### src/rtl/isqrt_rr_arbiter.sv
// Round-robin arbiter sharing one fixed-latency pipelined isqrt among N_REQ requesters.
// A {valid, id} tag pipeline tracks each operation so the result returns to its requester.
module isqrt_rr_arbiter #(
  parameter int unsigned N_REQ         = 4,
  parameter int unsigned ISQRT_LATENCY = 16
) (
  input  logic                                 clk,
  input  logic                                 rst,
  input  logic [N_REQ-1:0]                     req_vld,
  input  logic [32*N_REQ-1:0]                  req_x,
  output logic [N_REQ-1:0]                     req_rdy,
  output logic [N_REQ-1:0]                     rsp_vld,
  output logic [15:0]                          rsp_y,
  output logic                                 isqrt_x_vld,
  output logic [31:0]                          isqrt_x,
  input  logic                                 isqrt_y_vld,
  input  logic [15:0]                          isqrt_y,
  output logic [$clog2(ISQRT_LATENCY+2)-1:0]   inflight,
  output logic                                 err
);

  localparam int unsigned IDW = $clog2(N_REQ);
  localparam int unsigned CW  = $clog2(ISQRT_LATENCY + 2);

  logic [IDW-1:0]             ptr;
  logic [IDW-1:0]             cand;
  logic [IDW-1:0]             gnt_id;
  logic                       gnt;

  logic [ISQRT_LATENCY-1:0]   tag_vld;
  logic [IDW-1:0]             tag_id [ISQRT_LATENCY];
  logic                       last_vld;
  logic [IDW-1:0]             last_id;

  // Scan from ptr upward, wrapping; the first valid requester wins.
  always_comb begin
    gnt    = 1'b0;
    gnt_id = '0;
    cand   = '0;
    for (int unsigned k = 0; k < N_REQ; k++) begin
      cand = IDW'((32'(ptr) + k) % N_REQ);
      if (!gnt && req_vld[cand]) begin
        gnt    = 1'b1;
        gnt_id = cand;
      end
    end
  end

  always_comb begin
    req_rdy     = '0;
    isqrt_x_vld = gnt;
    isqrt_x     = '0;
    for (int unsigned k = 0; k < N_REQ; k++) begin
      if (gnt && gnt_id == IDW'(k)) begin
        req_rdy[k] = 1'b1;
        isqrt_x    = req_x[32*k +: 32];
      end
    end
  end

  assign last_vld = tag_vld[ISQRT_LATENCY-1];
  assign last_id  = tag_id[ISQRT_LATENCY-1];

  always_ff @(posedge clk or negedge rst) begin
    if (!rst) begin
      tag_vld <= '0;
      for (int unsigned s = 0; s < ISQRT_LATENCY; s++) tag_id[s] <= '0;
    end else begin
      tag_vld[0] <= gnt;
      tag_id[0]  <= gnt_id;
      for (int unsigned s = 1; s < ISQRT_LATENCY; s++) begin
        tag_vld[s] <= tag_vld[s-1];
        tag_id[s]  <= tag_id[s-1];
      end
    end
  end

  always_ff @(posedge clk or negedge rst) begin
    if (!rst) begin
      ptr <= '0;
    end else if (gnt) begin
      ptr <= (32'(gnt_id) == N_REQ - 1) ? '0 : gnt_id + 1'b1;
    end
  end

  always_ff @(posedge clk or negedge rst) begin
    if (!rst) begin
      rsp_vld <= '0;
      rsp_y   <= '0;
    end else begin
      rsp_vld <= '0;
      if (isqrt_y_vld && last_vld) begin
        for (int unsigned k = 0; k < N_REQ; k++) rsp_vld[k] <= (last_id == IDW'(k));
        rsp_y <= isqrt_y;
      end
    end
  end

  // A result without a tag, or a tag without a result, is dropped and flagged.
  always_ff @(posedge clk or negedge rst) begin
    if (!rst) begin
      err <= 1'b0;
    end else if (isqrt_y_vld != last_vld) begin
      err <= 1'b1;
    end
  end

  // Every valid tag leaving the pipeline retires one operation, returned or dropped.
  always_ff @(posedge clk or negedge rst) begin
    if (!rst) begin
      inflight <= '0;
    end else begin
      case ({gnt, last_vld})
        2'b10:   inflight <= inflight + CW'(1);
        2'b01:   inflight <= inflight - CW'(1);
        default: inflight <= inflight;
      endcase
    end
  end

endmodule
### config.mk
export PLATFORM = sky130hd
export DESIGN_NAME = isqrt_rr_arbiter
export DESIGN_NICKNAME = d
export VERILOG_FILES = /design/src/rtl/isqrt_rr_arbiter.sv
export SDC_FILE = /design/constraint.sdc
export NUM_CORES = 1
export LEC_CHECK = 0
export ABC_CLOCK_PERIOD_IN_PS = 10100
export BUFFER_PORTS_ARGS = -buffer_cell sky130_fd_sc_hd__buf_4
export CORE_MARGIN = 2
export CORE_UTILIZATION = 47
export DETAILED_ROUTE_END_ITERATION = 10
export PLACE_DENSITY = 0.85
export SLEW_MARGIN = 20
export SYNTH_ARGS = -nofsm -noshare
export SYNTH_HDL_FRONTEND = slang
export SYNTH_SLANG_ARGS = --single-unit
### constraint.sdc
create_clock -name clk -period 10.1 [get_ports clk]
set_input_delay 2.525 -clock clk [delete_from_list [all_inputs] [get_ports clk]]
set_output_delay 2.525 -clock clk [all_outputs]
set_load 0.1 [all_outputs]
==> out/qor.yml <==
synth_top_area_cell: "dfrtp_1"
vias: 3347
synthArstFlopShare_pct: 100.0
r2r-end: "inflight[4]"
fin_crit_ps: 7642
slew_violations: 0
yosys_warnings: 0
cts_sinks: 76
synth_commonest_cells: "dfrtp_1 (76), a21oi_1 (37), nand2_1 (36), and3b_1 (33)"
synth_area_per_cell_um2: 10.92
hold_end: "tag_vld[11]"
min_path_cells: 0
n_antenna_cell: 0
ir_drop_mv: 0.2530
rrSetupSlack_ps: 8260
die_w_um: 92.62
grt_max_degree: 77
netlist_instances: 338
avgViaCountPerCell: 5.205
worstHoldStart: "tag_vld[10]"
synth_area_mm2: 0.003691
port_buffers: 213
post-cts-setup-buffers: 0
layout.nets: 696
final-setup-viol-count: 0
cts_hold_buffers: 0
ys_seq_area_share_pct: 51.53
fillers: 565
final_cells: 643
tightest_slew_ps: 990.6
remaining_drc_errors: 0
postCtsResizedCells: 0
antenna_found_initial: 0
drt_pass1_iterations: 4
cp_common_cell: "buf_4"
cp_slowest_stage_delay_ps: 830
reg2reg_depth: 7
grt_pass1_wl_mm: 15.61
crit_buf_inv: 3
drt_wl_total_mm: 10.08
drtAntennaViolNets: 0
insertion_delay_ps: 330
fp.dieH_um: 92.62
hpwl_mm: 7.731
place_inst: 627
worstReg2RegStart: "tag_vld[15]"
cap_violations: 0
setup-tns-final_ps: 0
critPathKind: "primary input to output port"
critical_path_required_ps: 7580
cp_cell_sequence: "buf_4 > nor3b_1 > a211o_2 > inv_1 > ha_2 > and3b_1 > a21oi_1 > o21ai_0 > a22o_1 > buf_4"
cts_buffers: 9
synth_fp_nets: 498
cp_top_family: "compound AO/OA/AOI/OAI gates"
gr-total-overflow: 0
io_pins: 214
wl_per_cell_um: 15.67
crit_path_end_kind: "output port"
worst_clock_skew_ps: 7.181
period_share_pct: 75.66
grt_usage_pct: 23.01
final-hold-violation-count: 0
cts.htree.levels: 3
synth_top_area_share_pct: 51.53
final_layout_size_suffix_gt1_share_pct: 47.69
powerDensity_mw_per_mm2: 332.0
dieArea_mm2: 0.008578
cts_tree: "yes"
hold_class: "flip-flop to flip-flop"
core_area_mm2: 0.007687
syn_to_final_growth_pct: 47.80
relSlewSlack_pct: 33.96
synth.most_common_cell: "dfrtp_1"
gp_congestion: 0.8830
path_max_fanout: 65
critPathLaunchType: "primary input"
clockRootBuffer: "clkbuf_8"
grt_pass1_vias: 3342
ys_top_cells_by_area: "dfrtp_1 (52%), and3b_1 (7.8%), a22o_1 (7.4%)"
p_leak_nw: 2.721
cts_max_path_buffers: 2
synth.distinct_cells: 36
fmax_mhz: 130.9
crit_slowest_cell: "ha_2"
cp_data_arrival_time_ps: 5120
multi_input_area_mm2: 0.001634
synth_enable_flop_cells: 0
status: "completed"
clk_pin_slew_ps: 70
synthFlopType: "dfrtp_1"
rsz0062_at_grt: "false"
initial_core_util_pct: 48.01
seq_area_mm2: 0.001902
ys_ff_latch: 76
first_iter_violations: 88
rows: 32
-- power breakdown --
| part | switching [W] | total, W | internal [W] | leakage, nW |
|---|---|---|---|---|
| combinational | 0.000908 | 0.00121 | 0.000298 | 1.78 |
| clock | 0.0000967 | 0.000192 | 0.0000951 | 0.0824 |
| sequential | 0.0000402 | 0.000414 | 0.000374 | 0.859 |
-- final cells by class --
type / instances / share of cell area [%]
clock buffers: 12 / 2.661
clock inverters: 4 / 0.4587
inverters: 4 / 0.2752
multi-input cells: 231 / 29.95
flip-flops and latches: 76 / 34.86
well taps: 102 / 2.339
repair buffers: 214 / 29.45
-- worst max path at each step --
stage | startpoint | to | cells past startpoint
floorplan | req_vld[0] | isqrt_x[10] | 10
global placement | req_vld[0] | isqrt_x[12] | 10
detailed placement | req_vld[0] | isqrt_x[22] | 10
CTS | req_vld[0] | isqrt_x[22] | 10
global route | req_vld[0] | isqrt_x[3] | 11
finish | req_vld[0] | isqrt_x[22] | 10
-- through the flow --
step	utilization (%)	area (um2)	setup slack (ps)	total power, W	hold WS (ps)
detailed placement	68.75	5285	2474	0.001624	334.7
CTS	70.96	5455	2465	0.001821	344.2
global placement	68.75	5285	2560	0.001610	334.9
global route	70.96	5455	2285	0.001895	356.5
floorplan	-	3691	2802	0.001380	331.2
finish	70.96	5455	2458	0.001811	340.5
-- placed cells by master, fill, tap and decap left out, drive strengths merged, types with 2 or more instances in the layout --
| cell | Yosys | layout |
|---|---|---|
| mux2 | 18 | 18 |
| xor2 | 5 | 5 |
| nor3b | 2 | 2 |
| a21oi | 37 | 37 |
| clkinvlp | 0 | 2 |
| xnor2 | 2 | 2 |
| dfrtp | 76 | 76 |
| buf | 8 | 214 |
| clkinv | 0 | 2 |
| nand2 | 36 | 36 |
| nor2 | 4 | 4 |
| inv | 4 | 4 |
| clkbuf | 19 | 12 |
| ha | 9 | 9 |
| o21ai | 35 | 35 |
| and3b | 33 | 33 |
| and2 | 4 | 4 |
| a22o | 32 | 32 |
-- layer usage --
| layer | global-route usage, % | up-vias | wire, um |
|---|---|---|---|
| met2 | 38.56 | 155 | 4968 |
| met4 | 9.436 | 0 | 357 |
| met1 | 28.00 | 1554 | 3894 |
| met5 | 0 | - | 0 |
| met3 | 6.591 | 30 | 856 |
| li1 | - | 1608 | - |
-- state kept, by name, indices dropped and copies added, names as in the netlist --
| register | cells |
|---|---|
| rsp_vld | 4 |
| inflight | 5 |
| rsp_y | 16 |
| last_id | 2 |
| ptr | 2 |
| tag_vld | 16 |
| err | 1 |
| tag_id | 30 |
-- cell families after synthesis --
group           count (synthesis)  share of synthesized area (%)
compound gates                109                          18.54
buf+inv                        31                          4.407
fa+ha+maj                       9                          3.051
mux                            19                          5.763
xor+xnor                        7                          1.661
simple gates                   87                          15.05
flops                          76                          51.53
Note: power is estimated with default switching activity, not from simulation.
